$ cat src/rtl/vend_coin_feeder.sv
// rtl/vend_coin_feeder.sv - coin feeder that pays a vending machine item by item (optional: FEEDER_CHANGE_CHECK_EN)
module vend_coin_feeder #(
    parameter int SEL_SETUP = 2,
    parameter int COIN_GAP  = 1,
    parameter int TIMEOUT   = 15
) (
    input  logic       i_clk,
    input  logic       i_rst_n,
    input  logic       i_req_valid,
    output logic       o_req_ready,
    input  logic [2:0] i_req_sel,
    input  logic       i_req_overpay,
    output logic [2:0] o_sel,
    output logic       o_coin_5,
    output logic       o_coin_10,
    input  logic       i_dispense,
    input  logic       i_change_5,
    output logic       o_done,
    output logic       o_change_seen,
    output logic       o_timeout_err,
    output logic       o_bad_sel,
    output logic       o_change_err
);

    typedef enum logic [2:0] {
        S_IDLE  = 3'd0,
        S_SETUP = 3'd1,
        S_COIN  = 3'd2,
        S_GAP   = 3'd3,
        S_WAIT  = 3'd4,
        S_DONE  = 3'd5
    } state_t;

    // Last count value of each timed state. WAIT is entered the cycle the last
    // coin becomes visible, so TIMEOUT-1 WAIT cycles plus the DONE cycle place
    // the done pulse exactly TIMEOUT cycles after the last coin.
    localparam logic [7:0] SETUP_LAST = (SEL_SETUP >= 1) ? 8'(SEL_SETUP - 1) : 8'd0;
    localparam logic [7:0] GAP_LAST   = (COIN_GAP  >= 1) ? 8'(COIN_GAP - 1)  : 8'd0;
    localparam logic [7:0] WAIT_LAST  = (TIMEOUT   >= 2) ? 8'(TIMEOUT - 2)   : 8'd0;

    state_t     r_state;
    state_t     w_next;
    logic [7:0] r_cnt;
    logic [3:0] r_rem;
    logic       r_bad;
    logic       r_tmo;

    logic       w_accept;
    logic       w_sel_bad;
    logic [3:0] w_rem_after;
    logic       w_setup_end;
    logic       w_gap_end;
    logic       w_wait_end;

    logic [2:0] w_sel_d;
    logic       w_req_ready_d;
    logic       w_coin_5_d;
    logic       w_coin_10_d;
    logic       w_done_d;
    logic       w_change_seen_d;
    logic       w_timeout_err_d;
    logic       w_bad_sel_d;
    logic       w_change_err_d;

`ifdef FEEDER_CHANGE_CHECK_EN
    logic       r_ovp;
    logic       w_change_final;
`endif

    assign w_accept    = i_req_valid & o_req_ready;
    assign w_sel_bad   = (i_req_sel > 3'd4);
    // Odd remainder pays the 5 first so the final coin always crosses the price.
    assign w_rem_after = r_rem[0] ? (r_rem - 4'd1) : (r_rem - 4'd2);
    assign w_setup_end = (r_cnt >= SETUP_LAST);
    assign w_gap_end   = (r_cnt >= GAP_LAST);
    assign w_wait_end  = (r_cnt >= WAIT_LAST);

    // State register
    always_ff @(posedge i_clk or negedge i_rst_n) begin
        if (!i_rst_n) begin
            r_state <= S_IDLE;
        end else begin
            r_state <= w_next;
        end
    end

    // Next-state decode; a dispense ends payment immediately and beats a timeout
    always_comb begin
        w_next = r_state;
        case (r_state)
            S_IDLE: begin
                if (w_accept) begin
                    w_next = w_sel_bad ? S_DONE : S_SETUP;
                end
            end
            S_SETUP: begin
                if (w_setup_end) begin
                    w_next = S_COIN;
                end
            end
            S_COIN: begin
                if (i_dispense) begin
                    w_next = S_DONE;
                end else if (w_rem_after == 4'd0) begin
                    w_next = S_WAIT;
                end else if (COIN_GAP == 0) begin
                    w_next = S_COIN;
                end else begin
                    w_next = S_GAP;
                end
            end
            S_GAP: begin
                if (i_dispense) begin
                    w_next = S_DONE;
                end else if (w_gap_end) begin
                    w_next = S_COIN;
                end
            end
            S_WAIT: begin
                if (i_dispense || w_wait_end) begin
                    w_next = S_DONE;
                end
            end
            S_DONE: begin
                w_next = S_IDLE;
            end
            default: begin
                w_next = S_IDLE;
            end
        endcase
    end

    // Per-state cycle counter, restarted on every state change
    always_ff @(posedge i_clk or negedge i_rst_n) begin
        if (!i_rst_n) begin
            r_cnt <= 8'd0;
        end else if ((w_next != r_state) || (r_state == S_IDLE)) begin
            r_cnt <= 8'd0;
        end else begin
            r_cnt <= r_cnt + 8'd1;
        end
    end

    // Transaction context: remaining 5-unit coins and pending error flags
    always_ff @(posedge i_clk or negedge i_rst_n) begin
        if (!i_rst_n) begin
            r_rem <= 4'd0;
            r_bad <= 1'b0;
            r_tmo <= 1'b0;
        end else if (w_accept) begin
            r_rem <= 4'd2 + {1'b0, i_req_sel} + {3'b000, i_req_overpay};
            r_bad <= w_sel_bad;
            r_tmo <= 1'b0;
        end else begin
            if (r_state == S_COIN) begin
                r_rem <= w_rem_after;
            end
            if ((r_state == S_WAIT) && !i_dispense && w_wait_end) begin
                r_tmo <= 1'b1;
            end
        end
    end

`ifdef FEEDER_CHANGE_CHECK_EN
    // Pay mode latched for the change compare at completion
    always_ff @(posedge i_clk or negedge i_rst_n) begin
        if (!i_rst_n) begin
            r_ovp <= 1'b0;
        end else if (w_accept) begin
            r_ovp <= i_req_overpay;
        end
    end

    assign w_change_final = o_change_seen | i_change_5;
`endif

    // Output decode: next value of every registered output
    always_comb begin
        w_req_ready_d   = (w_next == S_IDLE);
        w_sel_d         = (w_accept && !w_sel_bad) ? i_req_sel : o_sel;
        w_coin_5_d      = (r_state == S_COIN) &&  r_rem[0];
        w_coin_10_d     = (r_state == S_COIN) && !r_rem[0];
        w_done_d        = (r_state == S_DONE);
        w_change_seen_d = o_change_seen;
        w_timeout_err_d = o_timeout_err;
        w_bad_sel_d     = o_bad_sel;
        w_change_err_d  = o_change_err;
        if (w_accept) begin
            w_change_seen_d = 1'b0;
            w_timeout_err_d = 1'b0;
            w_bad_sel_d     = 1'b0;
            w_change_err_d  = 1'b0;
        end else begin
            if (r_state != S_IDLE) begin
                w_change_seen_d = o_change_seen | i_change_5;
            end
            if (r_state == S_DONE) begin
                w_timeout_err_d = r_tmo;
                w_bad_sel_d     = r_bad;
`ifdef FEEDER_CHANGE_CHECK_EN
                w_change_err_d  = (w_change_final != r_ovp) && !r_bad && !r_tmo;
`else
                w_change_err_d  = 1'b0;
`endif
            end
        end
    end

    // Output registers
    always_ff @(posedge i_clk or negedge i_rst_n) begin
        if (!i_rst_n) begin
            o_req_ready   <= 1'b1;
            o_sel         <= 3'd0;
            o_coin_5      <= 1'b0;
            o_coin_10     <= 1'b0;
            o_done        <= 1'b0;
            o_change_seen <= 1'b0;
            o_timeout_err <= 1'b0;
            o_bad_sel     <= 1'b0;
            o_change_err  <= 1'b0;
        end else begin
            o_req_ready   <= w_req_ready_d;
            o_sel         <= w_sel_d;
            o_coin_5      <= w_coin_5_d;
            o_coin_10     <= w_coin_10_d;
            o_done        <= w_done_d;
            o_change_seen <= w_change_seen_d;
            o_timeout_err <= w_timeout_err_d;
            o_bad_sel     <= w_bad_sel_d;
            o_change_err  <= w_change_err_d;
        end
    end

endmodule
$ cat config.mk
export PLATFORM = sky130hd
export DESIGN_NAME = vend_coin_feeder
export DESIGN_NICKNAME = d
export VERILOG_FILES = /design/src/rtl/vend_coin_feeder.sv
export SDC_FILE = /design/constraint.sdc
export NUM_CORES = 1
export LEC_CHECK = 0
export ABC_AREA = 1
export CAP_MARGIN = 20
export CELL_PAD_IN_SITES_DETAIL_PLACEMENT = 1
export CELL_PAD_IN_SITES_GLOBAL_PLACEMENT = 1
export CORE_ASPECT_RATIO = 1.75
export CORE_MARGIN = 2
export CORE_UTILIZATION = 35
export DETAILED_ROUTE_END_ITERATION = 10
export PLACE_DENSITY_LB_ADDON = 0.1
export SYNTH_ARGS = -nofsm -noshare
export SYNTH_HDL_FRONTEND = slang
export SYNTH_SLANG_ARGS = --single-unit
$ cat constraint.sdc
create_clock -name i_clk -period 1.7 [get_ports i_clk]
set_clock_uncertainty 0.2 [all_clocks]
set_input_delay 0.17 -clock i_clk [delete_from_list [all_inputs] [get_ports i_clk]]
set_output_delay 0.17 -clock i_clk [all_outputs]
set_load 0.01 [all_outputs]
==> results.py <==
metrics = {
    "clock_network": {
        "clkSlewWorstSetupHoldPaths_ns": 0.09,
        "cts_tree": "built",
        "numCtsBuffers": 3,
        "clock_sinks": 27,
        "htree_levels": 1,
        "clk_latency_ns": 0.27,
        "cts_root_buffer": "clkbuf_8",
        "cts_max_path_buffers": 2,
    },
    "place": {
        "dpl.hpwl_mm": 2.88,
        "portBuffers": 18,
        "place_inst": 245,
        "globalplace.congestion": 0.863,
    },
    "sta": {
        "fin_ws_ns": -0.180,
        "setup_viol": 11,
        "fmax_mhz": 532,
        "min_period_ns": 1.88,
        "fin_tns_setup_ns": -1.31,
        "fin_crit_sh_pct": 111,
        "report.final.slew_viol_count": 0,
        "rsz0062_at_grt": "true",
        "finalHoldViolCount": 0,
    },
    "logic_synthesis": {
        "yosysTopAreaCellShare_pct": 47.5,
        "async_flop_share_pct": 100,
        "synth_area_leaders": "dfrtp_1 (48%), nand2_1 (7.7%), ha_1 (7.3%), inv_1 (6.6%), nor2_1 (4.1%)",
        "synth_flop_cell": "dfrtp_1",
        "synth_edf_count": 0,
        "synthCells": 158,
        "ys_types": 28,
        "ys_warn_count": 0,
        "yosys.area.top_type": "dfrtp_1",
        "netlist_area_um2": 1370,
        "ys_top_cells_by_count": "nand2_1 (28), dfrtp_1 (26), inv_1 (24)",
        "yosysMostFrequentCell": "nand2_1",
        "avgSynthCellArea_um2": 8.66,
        "synth-seq-cells": 27,
        "ys_seq_area_share_pct": 49.5,
    },
    "worst_setup_path": {
        "path_max_fanout": 5,
        "r2r-end": "r_rem[2]",
        "crit_path_cell_trace": "nor3_1 > inv_1 > nor2_1 > inv_1 > o221ai_1",
        "cpMaxStageDelayCell": "dfrtp_1",
        "cp-end-kind": "flip-flop",
        "rr_startpoint": "r_state[2]",
        "cpMostUsedCell": "inv_1",
        "critPathMaxStageDelay_ns": 0.47,
        "reg2reg_depth": 5,
        "critical_path_class": "reg2reg",
        "cp_num_buf_inv": 2,
        "crit_path_start_kind": "flip-flop",
        "cp.arrival_ns": 1.86,
        "cp_data_required_time_ns": 1.68,
        "cp_top_family": "simple AND/OR/NAND/NOR gates",
        "rrSetupSlack_ns": -0.18,
    },
    "floorplan": {
        "core_um2": 3830,
        "io_pins": 20,
        "dieArea_um2": 4450,
        "die_h_um": 86.7,
        "start_util_pct": 35.8,
        "rows": 30,
        "fp.dieW_um": 51.3,
    },
    "layout": {
        "syn_to_final_growth_pct": 46.9,
        "layout.nets": 229,
        "drive_above_1_share_pct": 35.1,
        "fillers": 467,
        "layoutNonFillerInstCount": 259,
        "final_core_util_pct": 52.5,
        "antenna_cells": 0,
    },
    "route": {
        "routed_via_density": 4.80,
        "drc": 0,
        "drtIter0Drc": 8,
        "drt-total-wl_mm": 3.76,
        "num_vias": 1242,
        "wl_per_cell_um": 14.5,
        "drt-pass1-iter-count": 4,
        "drtAntennaViolNets": 0,
    },
    "outcome": {
        "status": "finished with violations",
        "violations": "setup timing",
    },
    "job": {
        "cap_violations": 0,
    },
    "hold_path": {
        "hp-class": "in2async",
    },
    "power_and_ir_drop": {
        "power-per-cell-area_nw_per_um2": 1660,
        "vdd_drop_max_uv": 708,
        "leakagePower_nw": 0.965,
    },
    "global_routing": {
        "grt_pass1_wl_mm": 6.09,
        "track_usage_pct": 18.4,
        "grt_pass1_vias": 1381,
        "grt-ovfl-total": 0,
        "antenna_found_initial": 0,
        "grt_max_degree": 28,
    },
}
[routing by layer]
layer / up-vias / part of all wire [%] / GRT usage [%] / wire length, µm
li1: 602 / - / - / -
met1: 613 / 32 / 16.3 / 1190
met2: 19 / 64 / 39.7 / 2400
met3: 8 / 2.2 / 2.24 / 83
met4: 0 / 2.1 / 5.74 / 78
met5: - / 0 / 0 / 0
[layout make-up]
class	instances	area, µm²	share of cell area (%)
Clock buffer	3	41.3	2.05
Clock inverter	1	5.00	0.249
Inverter	26	100	4.98
Multi-Input combinational cell	107	727	36.2
Sequential cell	27	677	33.7
Tap cell	48	60.1	2.99
Timing Repair Buffer	47	400	19.9
[stage by stage]
stage          power, mW  instance area (µm²)  hold WS [ns]  worst slack (ns)
2_1_floorplan       1.81                 1380        -0.326            0.0122
4_1_cts             3.06                 1890        0.0756            -0.112
3_5_place_dp        2.48                 1760         0.298            -0.307
3_3_place_gp        2.41                 1760         0.274            -0.270
5_1_grt             3.61                 2010        0.0881            -0.280
6_report            3.33                 2010        0.0575            -0.180
[sequential cells by signal (all words and copies together), names as in the netlist]
signal	flops
o_change_seen	1
o_timeout_err	1
r_bad	1
o_coin_10	1
o_bad_sel	1
r_cnt	8
o_sel	3
r_tmo	1
o_done	1
r_state	3
r_rem	4
o_coin_5	1
o_req_ready	1
[cell usage in the layout, fill, tap and decap left out, drive strengths merged]
| master | count |
|---|---|
| inv | 26 |
| buf | 29 |
| nand2 | 32 |
| clkdlybuf4s50 | 17 |
| nor2 | 18 |
| nor3 | 6 |
| dfstp | 1 |
| ha | 8 |
| a31oi | 1 |
| a21oi | 3 |
| xnor2 | 2 |
| dfrtp | 26 |
| o221ai | 2 |
| mux2 | 1 |
| nand3 | 12 |
| dlygate4sd2 | 1 |
| or2 | 1 |
| clkinv | 1 |
| clkbuf | 3 |
| o21ai | 10 |
| and2 | 1 |
| a21boi | 1 |
| conb | 4 |
| xor2 | 2 |
| o21a | 1 |
| a22o | 1 |
| o22ai | 1 |
[worst max path at each step]
stage            startpoint       end  slack, ns  cells past startpoint
2_1_floorplan      r_rem[0]  r_cnt[0]       0.01                     12
3_3_place_gp   i_req_sel[0]  r_cnt[4]      -0.27                      8
3_5_place_dp   i_req_sel[0]  r_cnt[1]      -0.31                      8
4_1_cts            r_rem[1]  r_cnt[3]      -0.11                     13
5_1_grt          r_state[2]  r_rem[2]      -0.28                      5
6_report         r_state[2]  r_rem[2]      -0.18                      5
[kinds of logic (layout without fill, tap and decap cells)]
kind of cell,count (synthesis),after routing,synth area share [%]
XOR/XNOR,4,4,2.56
AO/OA/AOI/OAI,20,20,8.68
multiplexers,1,1,0.823
flip-flops,27,27,49.5
other,1,4,0.274
buffers and inverters,27,77,7.68
adder cells (fa/ha/maj),8,8,7.31
AND/OR/NAND/NOR,70,70,23.2
[worst reg2reg max path, stage by stage, from the launching register on]
cell and delay [ns]:
dfrtp_1 0.47, nor3_1 0.45, inv_1 0.24, nor2_1 0.21, inv_1 0.06, o221ai_1 0.16
[report_power, final]
group | switching [mW] | internal [mW]
registers | 0.169 | 0.861
logic | 1.00 | 0.941
clock network | 0.196 | 0.164
[what timing repair did]
action	in CTS	in global routing
resized for setup	20	19
buffers inserted	4	6
pin swaps	3	7
hold buffers	0	0
endpoints found under the setup margin	9	12
cloned	0	0
Note: power is estimated with default switching activity, not from simulation.
